## config.mk

```make
export PLATFORM = sky130hd
export DESIGN_NAME = seven_seg_scan_driver
export DESIGN_NICKNAME = d
export VERILOG_FILES = /design/src/rtl/seven_seg_scan_driver.sv
export SDC_FILE = /design/constraint.sdc
export NUM_CORES = 1
export LEC_CHECK = 0
export BUFFER_PORTS_ARGS = -buffer_cell sky130_fd_sc_hd__clkbuf_2
export CAP_MARGIN = 40
export CORE_MARGIN = 2
export CORE_UTILIZATION = 25
export DETAILED_ROUTE_END_ITERATION = 8
export GPL_ROUTABILITY_DRIVEN = 0
export PLACE_DENSITY_LB_ADDON = 0.25
export RECOVER_POWER = 100
export SLEW_MARGIN = 5
export SYNTH_ARGS = -nofsm -noshare
export SYNTH_HDL_FRONTEND = slang
export SYNTH_SLANG_ARGS = --single-unit
```

## constraint.sdc

```tcl
create_clock -name clk -period 3.1 [get_ports clk]
set_input_delay 0 -clock clk [delete_from_list [all_inputs] [get_ports clk]]
set_output_delay 0 -clock clk [all_outputs]
set_load 0.03 [all_outputs]
```

## src/rtl/seven_seg_scan_driver.sv

```systemverilog
// Time-multiplexed seven-segment scan driver with a double-buffered display word,
// leading-zero blanking and configurable segment/anode polarity.
module seven_seg_scan_driver #(
  parameter int NUM_DIGITS     = 4,
  parameter int REFRESH_DIV    = 50000,
  parameter int HEX_MODE       = 1,
  parameter int SEG_ACTIVE_LOW = 0,
  parameter int AN_ACTIVE_LOW  = 1
) (
  input  logic                      clk,
  input  logic                      rst_n,
  input  logic                      load,
  input  logic [4*NUM_DIGITS-1:0]   data_in,
  input  logic [NUM_DIGITS-1:0]     dp_in,
  input  logic                      blank_lz,
  input  logic                      enable,
  output logic [6:0]                seg,
  output logic                      dp,
  output logic [NUM_DIGITS-1:0]     an,
  output logic                      frame_done
);

  localparam int PW = (REFRESH_DIV > 1) ? $clog2(REFRESH_DIV) : 1;
  localparam int IW = (NUM_DIGITS > 1) ? $clog2(NUM_DIGITS) : 1;
  localparam logic [6:0]            SEG_OFF = (SEG_ACTIVE_LOW != 0) ? '1 : '0;
  localparam logic                  DP_OFF  = (SEG_ACTIVE_LOW != 0) ? 1'b1 : 1'b0;
  localparam logic [NUM_DIGITS-1:0] AN_OFF  = (AN_ACTIVE_LOW != 0) ? '1 : '0;

  logic [PW-1:0]             presc;
  logic [IW-1:0]             idx;
  logic [4*NUM_DIGITS-1:0]   shadow_data, pend_data;
  logic [NUM_DIGITS-1:0]     shadow_dp, pend_dp;
  logic                      pend_valid;

  logic                      tick, wrap;
  logic [3:0]                cur_code;
  logic                      cur_dp;
  logic [NUM_DIGITS-1:0]     an_sel;
  logic                      lz_run, blank;
  logic [6:0]                seg_pre;

  function automatic logic [6:0] decode(input logic [3:0] c);
    logic [6:0] s;
    case (c)
      4'h0: s = 7'b1111110;
      4'h1: s = 7'b0110000;
      4'h2: s = 7'b1101101;
      4'h3: s = 7'b1111001;
      4'h4: s = 7'b0110011;
      4'h5: s = 7'b1011011;
      4'h6: s = 7'b1011111;
      4'h7: s = 7'b1110000;
      4'h8: s = 7'b1111111;
      4'h9: s = 7'b1111011;
      4'hA: s = 7'b1110111;
      4'hB: s = 7'b0011111;
      4'hC: s = 7'b1001110;
      4'hD: s = 7'b0111101;
      4'hE: s = 7'b1001111;
      default: s = 7'b1000111;
    endcase
    if (HEX_MODE == 0 && c > 4'd9) s = '0;
    return s;
  endfunction

  assign tick = (presc == PW'(REFRESH_DIV - 1));
  assign wrap = tick && (idx == IW'(NUM_DIGITS - 1));

  always_comb begin
    cur_code = '0;
    cur_dp   = 1'b0;
    an_sel   = '0;
    for (int unsigned k = 0; k < NUM_DIGITS; k++) begin
      if (idx == IW'(k)) begin
        cur_code  = shadow_data[4*k +: 4];
        cur_dp    = shadow_dp[k];
        an_sel[k] = 1'b1;
      end
    end
    // Run of zeros from the top digit down; digit 0 is outside the loop so never blanks.
    lz_run = blank_lz;
    blank  = 1'b0;
    for (int unsigned k = NUM_DIGITS - 1; k >= 1; k--) begin
      lz_run = lz_run & (shadow_data[4*k +: 4] == 4'd0);
      if (idx == IW'(k)) blank = lz_run;
    end
    seg_pre = blank ? 7'd0 : decode(cur_code);
  end

  always_ff @(posedge clk or negedge rst_n) begin
    if (!rst_n) begin
      presc       <= '0;
      idx         <= '0;
      shadow_data <= '0;
      shadow_dp   <= '0;
      pend_data   <= '0;
      pend_dp     <= '0;
      pend_valid  <= 1'b0;
      seg         <= SEG_OFF;
      dp          <= DP_OFF;
      an          <= AN_OFF;
      frame_done  <= 1'b0;
    end else begin
      frame_done <= wrap;
      if (tick) begin
        presc <= '0;
        idx   <= wrap ? '0 : idx + 1'b1;
      end else begin
        presc <= presc + 1'b1;
      end

      if (load) begin
        pend_data  <= data_in;
        pend_dp    <= dp_in;
        pend_valid <= 1'b1;
      end
      // A load coinciding with the boundary bypasses the pending buffer.
      if (wrap) begin
        if (load) begin
          shadow_data <= data_in;
          shadow_dp   <= dp_in;
          pend_valid  <= 1'b0;
        end else if (pend_valid) begin
          shadow_data <= pend_data;
          shadow_dp   <= pend_dp;
          pend_valid  <= 1'b0;
        end
      end

      seg <= seg_pre ^ SEG_OFF;
      dp  <= cur_dp ^ DP_OFF;
      an  <= (enable ? an_sel : '0) ^ AN_OFF;
    end
  end

endmodule

```

# After elaboration in Yosys (flattened, before gate mapping)
# Memory sizes are Yosys's and may differ from the RTL's.
# Cells that the tools add are included.
[word_totals] elab_cells=56 mem_bits_ro=112 reg_bits=72 in_bits=25 memories=1
[memory_table] memory="(no name shown)" depth=16 width=7 read_ports=1 rd_ports_with_merged_regs=0 wr=0 line="44" rtl="case (c)"
[op_classes] n_bitwise=4 eq_ne=4 mux=27 addsub=2 n_reduce_logical=7
[ops] cell="16-bit 2-to-1 mux" n=3
[ops] cell="4-bit 2-to-1 mux" n=7
[ops] cell="16-bit by 1-bit adder with 16-bit output (second input constant)" n=1
[ops] cell="16-bit equality test (second input constant)" n=1
[ops] cell="1-bit 2-to-1 mux" n=15
[ops] cell="4-bit logical NOT" n=3
[ops] cell="7-bit 2-to-1 mux" n=1
[ops] cell="2-bit equality test (second input constant)" n=2
[ops] cell="4-bit NOT" n=1
[ops] cell="1-bit AND" n=3
[ops] cell="2-bit by 1-bit adder with 2-bit output (second input constant)" n=1
[ops] cell="2-bit by 1-bit equality test with 1-bit output (second input constant)" n=1
[ops] cell="2-bit logical NOT" n=1
[ops] cell="2-bit 2-to-1 mux" n=1
[ops] cell="2-bit AND reduction" n=1
[ops] cell="2-bit nonzero test" n=1
[ops] cell="1-bit logical AND" n=1

# Longest topological paths before layout
# Gate-level depths: netlist (run 1).
# An unclocked memory read counts as a cell.
[logic_depth] depth_word=7 ltp_mapped=11

# Worst setup path before layout (run 1)
# OpenSTA, ideal clock, no wires.
[synth_timing] path_kind="register to register" start="reg presc[4]" end="reg shadow_data[0]" arrival_time_ps=2159 synth_period_minus_slack_ps=2284 stages_incl_launch_ff=7 required_time_ps=2975 path_slack_ps=816 cell_sequence="dfrtp_1 or4b_1 or3_4 nor4_4 nor3b_4 buf_6 mux2_2"
[synth_via] elab_chain_len=3
[synth_rtl] element="start: declaration" line="29" rtl="logic [PW-1:0] presc;"
[synth_rtl] element="start signal: assignment" line="109" rtl="presc <= presc + 1'b1;"
[synth_rtl] element="16-bit equality test" line="66" rtl="assign tick = (presc == PW'(REFRESH_DIV - 1));"
[synth_rtl] element="1-bit logical AND" line="67" rtl="assign wrap = tick && (idx == IW'(NUM_DIGITS - 1));"
[synth_rtl] element="2-bit AND reduction (no source line)"
[synth_rtl] element="end signal: assignment" line="120" rtl="shadow_data <= data_in;"
[synth_rtl] element="end signal: assignment" line="124" rtl="shadow_data <= pend_data;"
[synth_rtl] element="end: declaration" line="31" rtl="logic [4*NUM_DIGITS-1:0] shadow_data, pend_data;"
# No other way between the ends.
# A chain may end at the register's enable or synchronous reset.

# Worst setup path in the final report (run 1)
[layout_timing] start="reg presc[5]" end="reg shadow_data[2]"
# The elaborated chain is that of the path after synthesis.

==> key figures, run 1 <==
Place
  • Area post-placement: 3643 sq um
  • Dpl cells: 471
  • Dpl hpwl: 4529 um
  • Port bufs: 37
  • Pre-CTS setup slack: 0.6720 ns

Global route
  • Pin count of the biggest net entering global routing: 45
  • Total gr overflow: 0
  • Initial antenna violation count: 0
  • First-pass GRT wire length: 11210 um
  • GRT Util Overall: 10.12%
  • Vias in the first global route: 2265

Clock network
  • Num CTS Buffers: 9
  • Clk sinks: 72
  • Worst-path clk slew: 0.06 ns
  • H-tree levels: 3
  • Post-cts sizing count: 0
  • CTS tree: done
  • Root Driver: clkbuf_16
  • Clk_lat worst skew: 0.33 ns
  • Bufs on Longest Clock Path: 2

Die
  • I/O pin cnt: 38
  • Row count: 41
  • Die width: 117.6 um
  • Initial Utilization: 25.57%
  • Die Y: 117.6 um
  • Die area: 13830 sq um
  • CORE AREA: 12620 sq um

Synth
  • Mapped Nets: 301
  • Most instantiated cells after synthesis: 68 x dfrtp_1, 41 x mux2_2, 23 x nor2_1
  • Most used DFF post-synth: dfrtp_1
  • Warnings, synthesis: 0
  • Netlist Area Pre-Place: 3227 sq um
  • Post-synth EDFFs: 0
  • #FFs+latches synth: 72
  • Simple-Gate Fraction of Synth Area: 13.49%
  • Largest family of logic cells by synthesized area: multiplexers
  • Seq/Total Area, Yosys: 55.99%
  • Cell with the most instances after synthesis: dfrtp_1
  • Post-synthesis xor/xnor area fraction: 4.071%
  • Adder-Cell Fraction of Synth Area: 4.265%
  • Ranking of synthesized cells by area: dfrtp_1 53%, mux2_2 14%, ha_1 4.3%
  • Synth Area in Compound Gates: 5.196%
  • Synth unique cells: 38
  • Cells after Synth: 265
  • Top cell type's share of synthesized area: 52.73%
  • Area leader, netlist: dfrtp_1
  • Avg Cell Area, Syn: 12.18 sq um
  • Multiplexer area fraction after synthesis: 14.31%
  • FFs w/ async S/R, synth: 100.0%

Timing
  • Slew HR: -12.42%
  • Final setup margin: 0.4883 ns
  • WHS: 0.1100 ns
  • Final setup fails: 0
  • Slew Viols, Final: 29
  • Total negative setup slack: 0 ns
  • Final hold violation count: 0
  • Fin crit share: 84.25%
  • Worst-Margin Slew: 1.686 ns
  • RSZ-0062 raised after global routing: false
  • F_max: 382.9 MHz
  • Clock skew: 0.006245 ns
  • Final min period: 2.612 ns

Detailed routing
  • WL per Instance: 12.62 um
  • Iter 0 DRT Violations: 99
  • ANT nets after route: 0
  • DRT Wirelength: 6425 um
  • Via Count: 2168
  • # DRC: 0
  • DR vias/cell: 4.259
  • First drt pass iteration count: 4

Critical path
  • Worst setup SP type: flop
  • Crit-path max cell delay: 0.49 ns
  • Worst-path cell chain: or4b_1, or3_1, nor4_1, nor3b_1, buf_4, mux2_2
  • Critical path's top delay family: simple AND/OR/NAND/NOR gates
  • Worst R2R Setup Slack: 0.49 ns
  • Crit Path Max Fanout: 13
  • Crit Path Class: flop to flop
  • Reg2reg path depth: 6
  • Crit path buffers/inverters: 1
  • WP depth: 6
  • Slowest stage cell, crit path: or4b_1
  • Critical path data arrival time: 2.82 ns
  • CP Capture Type: flop
  • CP required: 3.31 ns

Pwr
  • Peak supply drop: 0.2927 mV
  • Switching part of the total power: 20.52%
  • NetSw: 444.7 uW
  • Sequential power share: 44.9%
  • Total Power: 2.167 mW
  • Leak: 1.815 nW
  • Power Density: 524.8 nW/um^2
  • Gate power share: 4.7%
  • Internal power: 1.722 mW
  • Clock power frac: 50.5%

Outcome
  • Failing checks: capacitance limit, slew limit
  • Status: finished, violations left

Finish
  • Design Area, Final: 4129 sq um
  • Util after Layout: 32.72%
  • Area grow syn2layout: 27.96%
  • # nets final: 368
  • # diodes: 0
  • Share of layout cells above drive strength 1: 21.96%
  • Layout Cells excl Fill: 509

Min path
  • Hold Path Stages: 4
  • Hold/Removal Path Class: input port to flop

Job
  • Max Cap Viol: 1
## tightest hold or removal path, stage by stage
cell	delay, ns
clkbuf_2	0.09
nand4_1	0.06
nor2_1	0.09
nor2_1	0.13
## power groups by stage
| stage | registers [mW] | logic, mW | clock network [mW] |
|---|---|---|---|
| after floorplan | 0.990 | 0.0360 | 0 |
| after global placement | 0.989 | 0.0831 | 0 |
| after detailed placement | 0.990 | 0.0881 | 0 |
| after CTS | 0.973 | 0.110 | 1.13 |
| after global routing | 0.974 | 0.114 | 1.17 |
| final | 0.973 | 0.101 | 1.09 |
## worst paths after layout
path | endpoint | from
min reg2reg | pend_data[8] | pend_data[8]
max | shadow_data[2] | presc[5]
min in group asynchronous | pend_data[3] | rst_n
max in group asynchronous | seg[6] | rst_n
max reg2reg | shadow_data[2] | presc[5]
min | seg[6] | blank_lz
## cell families (layout without fill, tap and decap cells)
family	Yosys count	in the layout
AOI/OAI and AO/OA	25	25
xor gates and xnor gates	15	15
adders and majority gates	11	11
buffers and inverters	19	91
DFF	72	72
muxes	41	41
and+or+nand+nor	82	82
## placed cells by master (no fill, tap or decap), drive strengths merged, types with 6 or more instances in the layout
cell / instances
o21ai: 6
clkbuf: 47
nand3: 9
nand2: 20
ha: 11
xor2: 7
inv: 10
xnor2: 8
nor2: 23
dlygate4sd3: 22
mux2: 41
dfrtp: 68
## what timing repair did
| action | 4_1_cts | 5_1_grt |
|---|---|---|
| hold buffers | 22 | 0 |
| endpoints found under the hold margin | 51 | 0 |
| setup endpoints to repair | 0 | 0 |
| setup buffers | 0 | 0 |
## final cells by class
| cell class | instances | area (sq um) |
|---|---|---|
| Inverter | 10 | 37.54 |
| Fill cell | 1301 | 8491 |
| Multi-Input combinational cell | 174 | 1303 |
| Clock buffer | 9 | 225.2 |
| Timing Repair Buffer | 65 | 445.4 |
| Clock inverter | 7 | 96.34 |
| Sequential cell | 72 | 1807 |
| Tap cell | 172 | 215.2 |
## flip-flops by register name (all words and copies together) (netlist names)
name	count
shadow_data	16
an	4
frame_done	1
dp	1
presc	16
pend_dp	4
seg	7
pend_data	16
pend_valid	1
shadow_dp	4
idx	2
## metal layers
layer  share of wire (%)  vias up  GRT usage (%)
li1                    -     1051              -
met1                  48     1053          13.19
met2                  45       53          15.88
met3                 4.5       11          2.955
met4                 1.7        0          3.840
met5                   0        -              0
Note: power is estimated with default switching activity, not from simulation.
==> run 2: changes to the inputs <==
--- a/config.mk
+++ b/config.mk
@@ -5,6 +5,7 @@
 export SDC_FILE = /design/constraint.sdc
 export NUM_CORES = 1
 export LEC_CHECK = 0
+export ABC_AREA = 1
 export BUFFER_PORTS_ARGS = -buffer_cell sky130_fd_sc_hd__clkbuf_2
 export CAP_MARGIN = 40
 export CORE_MARGIN = 2
==> constraint.sdc (replaced) <==
create_clock -name clk -period 2.3 [get_ports clk]
set_input_delay 0 -clock clk [delete_from_list [all_inputs] [get_ports clk]]
set_output_delay 0 -clock clk [all_outputs]
set_load 0.03 [all_outputs]
==> run 2 against run 1 <==
  * The run still ends with capacitance limit, slew limit left
  * Cell area up 2.9%
  * Sequential share of layout area down 1.2 points
  * Via count up 30%
  * Combinational power up 31%
==> key figures, run 2 <==
Place
  • Area post-placement: 3785 sq um
  • Dpl hpwl: 5467 um
  • Port bufs: 37

Detailed routing
  • ANT nets after route: 0
  • # DRC: 0
  • WL per Instance: 11.23 um
  • Via Count: 2811
  • First drt pass iteration count: 4
  • DR vias/cell: 4.266
  • Iter 0 DRT Violations: 152
  • DRT Wirelength: 7398 um

Synth
  • Mapped Nets: 450
  • Largest family of logic cells by synthesized area: simple AND/OR/NAND/NOR gates
  • #FFs+latches synth: 72
  • Most instantiated cells after synthesis: 173 x nand2_1, 68 x dfrtp_1, 38 x inv_1
  • Netlist Area Pre-Place: 3393 sq um
  • Multiplexer area fraction after synthesis: 0%
  • Ranking of synthesized cells by area: dfrtp_1 50%, nand2_1 19%, inv_1 4.2%
  • Most used DFF post-synth: dfrtp_1
  • Synth Area in Compound Gates: 5.826%
  • FFs w/ async S/R, synth: 100.0%
  • Top cell type's share of synthesized area: 50.15%
  • Post-synthesis xor/xnor area fraction: 1.549%
  • Cell with the most instances after synthesis: nand2_1
  • Synth unique cells: 28
  • Seq/Total Area, Yosys: 53.24%
  • Adder-Cell Fraction of Synth Area: 4.056%
  • Avg Cell Area, Syn: 8.196 sq um
  • Post-synth EDFFs: 0
  • Area leader, netlist: dfrtp_1
  • Warnings, synthesis: 0
  • Cells after Synth: 414
  • Simple-Gate Fraction of Synth Area: 28.98%

Critical path
  • CP Capture Type: flop
  • Critical path data arrival time: 2.37 ns
  • Top cell by count, worst path: nand2_1
  • Crit Path Class: flop to flop
  • CP required: 2.57 ns
  • Crit Path Max Fanout: 8
  • Worst-path cell chain: inv_1, ha_1, buf_4, inv_1, nand2_1, nand2_1, nand2_1, ha_1, nand3b_1, nand3_1, nand2_1, nor2_1
  • Critical path origin: idx[0]
  • Reg2reg path depth: 12
  • RR Endpoint: seg[3]
  • WP depth: 12
  • Critical path's top delay family: simple AND/OR/NAND/NOR gates
  • Worst R2R Setup Slack: 0.20 ns
  • RR Startpoint: idx[0]
  • Worst setup SP type: flop
  • Slowest stage cell, crit path: dfrtp_1
  • Crit path buffers/inverters: 3
  • Crit-path max cell delay: 0.41 ns
  • Worst Setup EP: seg[3]

Global route
  • Total gr overflow: 0
  • Pin count of the biggest net entering global routing: 45
  • Initial antenna violation count: 0
  • GRT Util Overall: 11.28%
  • First-pass GRT wire length: 13000 um
  • Vias in the first global route: 2767

Timing
  • Final hold violation count: 0
  • Worst-Margin Slew: 1.651 ns
  • Clock skew: 0.007979 ns
  • Final min period: 2.104 ns
  • Slew HR: -10.05%
  • F_max: 475.2 MHz
  • Slew Viols, Final: 29
  • Total negative setup slack: 0 ns
  • Fin crit share: 91.50%
  • RSZ-0062 raised after global routing: false
  • WHS: 0.2184 ns
  • Final setup fails: 0

Clock network
  • Post-CTS Setup Bufs: 0
  • Clk_lat worst skew: 0.33 ns
  • H-tree levels: 3
  • Clk sinks: 72
  • Num CTS Buffers: 9
  • Bufs on Longest Clock Path: 2
  • Worst-path clk slew: 0.06 ns
  • CTS tree: done
  • Root Driver: clkbuf_16

Pwr
  • NetSw: 602.2 uW
  • Gate power share: 4.9%
  • Internal power: 2.109 mW
  • Clock power frac: 46.9%
  • Switching part of the total power: 22.21%
  • Power Density: 638.0 nW/um^2
  • Leak: 2.154 nW
  • Peak supply drop: 0.3506 mV
  • Sequential power share: 48.2%

Die
  • CORE AREA: 13240 sq um
  • Die area: 14520 sq um
  • I/O pin cnt: 38
  • Initial Utilization: 25.62%
  • Die Y: 120.5 um
  • Die width: 120.5 um
  • Row count: 42

Finish
  • Commonest non-fill, non-tap cell in the layout: nand2_1
  • Biggest regs: pend_data (16), presc (16), shadow_data (16)
  • Design Area, Final: 4249 sq um
  • Share of layout cells above drive strength 1: 10.56%
  • # nets final: 515
  • Highest-count cells in the layout ignoring fill and taps: 174 x nand2_1, 68 x dfrtp_1, 38 x inv_1, 23 x nor2_1
  • Area grow syn2layout: 25.22%
  • # diodes: 0

Outcome
  • Failing checks: capacitance limit, slew limit
  • Status: finished, violations left

Min path
  • Hold/Removal Path Class: input port to flop

Job
  • Max Cap Viol: 1
==> run 2: final cells by class <==
cell class / count / area, sq um
Clock buffer: 10 / 239.0
Clock inverter: 5 / 32.53
Fill cell: 1501 / 8994
Inverter: 39 / 146.4
Multi-Input combinational cell: 293 / 1371
Sequential cell: 72 / 1807
Tap cell: 176 / 220.2
Timing Repair Buffer: 64 / 432.9
==> run 2: how the worst min path moves through the flow <==
stage,from,end,slack [ns],cells after the start
global route,blank_lz,seg[5],0.27,5
detailed placement,rst_n,presc[15],0.09,1
finish,blank_lz,seg[4],0.22,5
floorplan,rst_n,dp,-0.30,0
CTS,blank_lz,seg[5],0.21,5
global placement,rst_n,presc[15],0.08,1
==> run 2: layer usage <==
layer / part of all wire [%] / global-route usage (%) / routed length [um] / up-vias
li1: - / - / - / 1434
met1: 48 / 14.45 / 3528 / 1308
met2: 46 / 17.76 / 3392 / 57
met3: 4.6 / 3.208 / 338 / 12
met4: 1.9 / 4.869 / 138 / 0
met5: 0 / 0 / 0 / -
==> run 2: timing repair <==
| action | in CTS | in global routing |
|---|---|---|
| hold endpoints to repair | 58 | 0 |
| gates resized for setup | 0 | 1 |
| hold buffers | 22 | 0 |
| endpoints found under the setup margin | 0 | 2 |
==> run 2: logic make-up (layout without fill, tap and decap cells) <==
family	Yosys count	in the layout
compound gates	38	38
xor+xnor	6	6
fa+ha+maj	11	11
buf+inv	49	118
flops	72	72
simple gates	238	238
==> run 2: power groups by stage <==
| stage | clock (mW) | combinational, mW | sequential, mW |
|---|---|---|---|
| after floorplan | 0 | 0.0426 | 1.33 |
| after global placement | 0 | 0.108 | 1.33 |
| after detailed placement | 0 | 0.110 | 1.33 |
| after CTS | 1.31 | 0.139 | 1.31 |
| after global routing | 1.37 | 0.155 | 1.31 |
| final | 1.27 | 0.132 | 1.31 |
==> run 2: per-stage QoR <==
step                      utilization (%)  power, mW  setup WS (ns)  instances
after floorplan                         -      1.373        0.07534        414
after global placement              28.58      1.438         0.2609        622
after detailed placement            28.58      1.440         0.1910        622
after CTS                           32.29      2.757         0.1656        659
after global routing                32.09      2.839        0.01003        659
final                               32.09      2.711         0.1955        659
==> run 2: worst reg2reg max path, cell delays in order (launching register included) <==
cell and delay (ns):
dfrtp_1 0.41, inv_1 0.09, ha_1 0.25, buf_4 0.18, inv_1 0.15, nand2_1 0.07, nand2_1 0.06, nand2_1 0.12
ha_1 0.31, nand3b_1 0.18, nand3_1 0.10, nand2_1 0.05, nor2_1 0.08
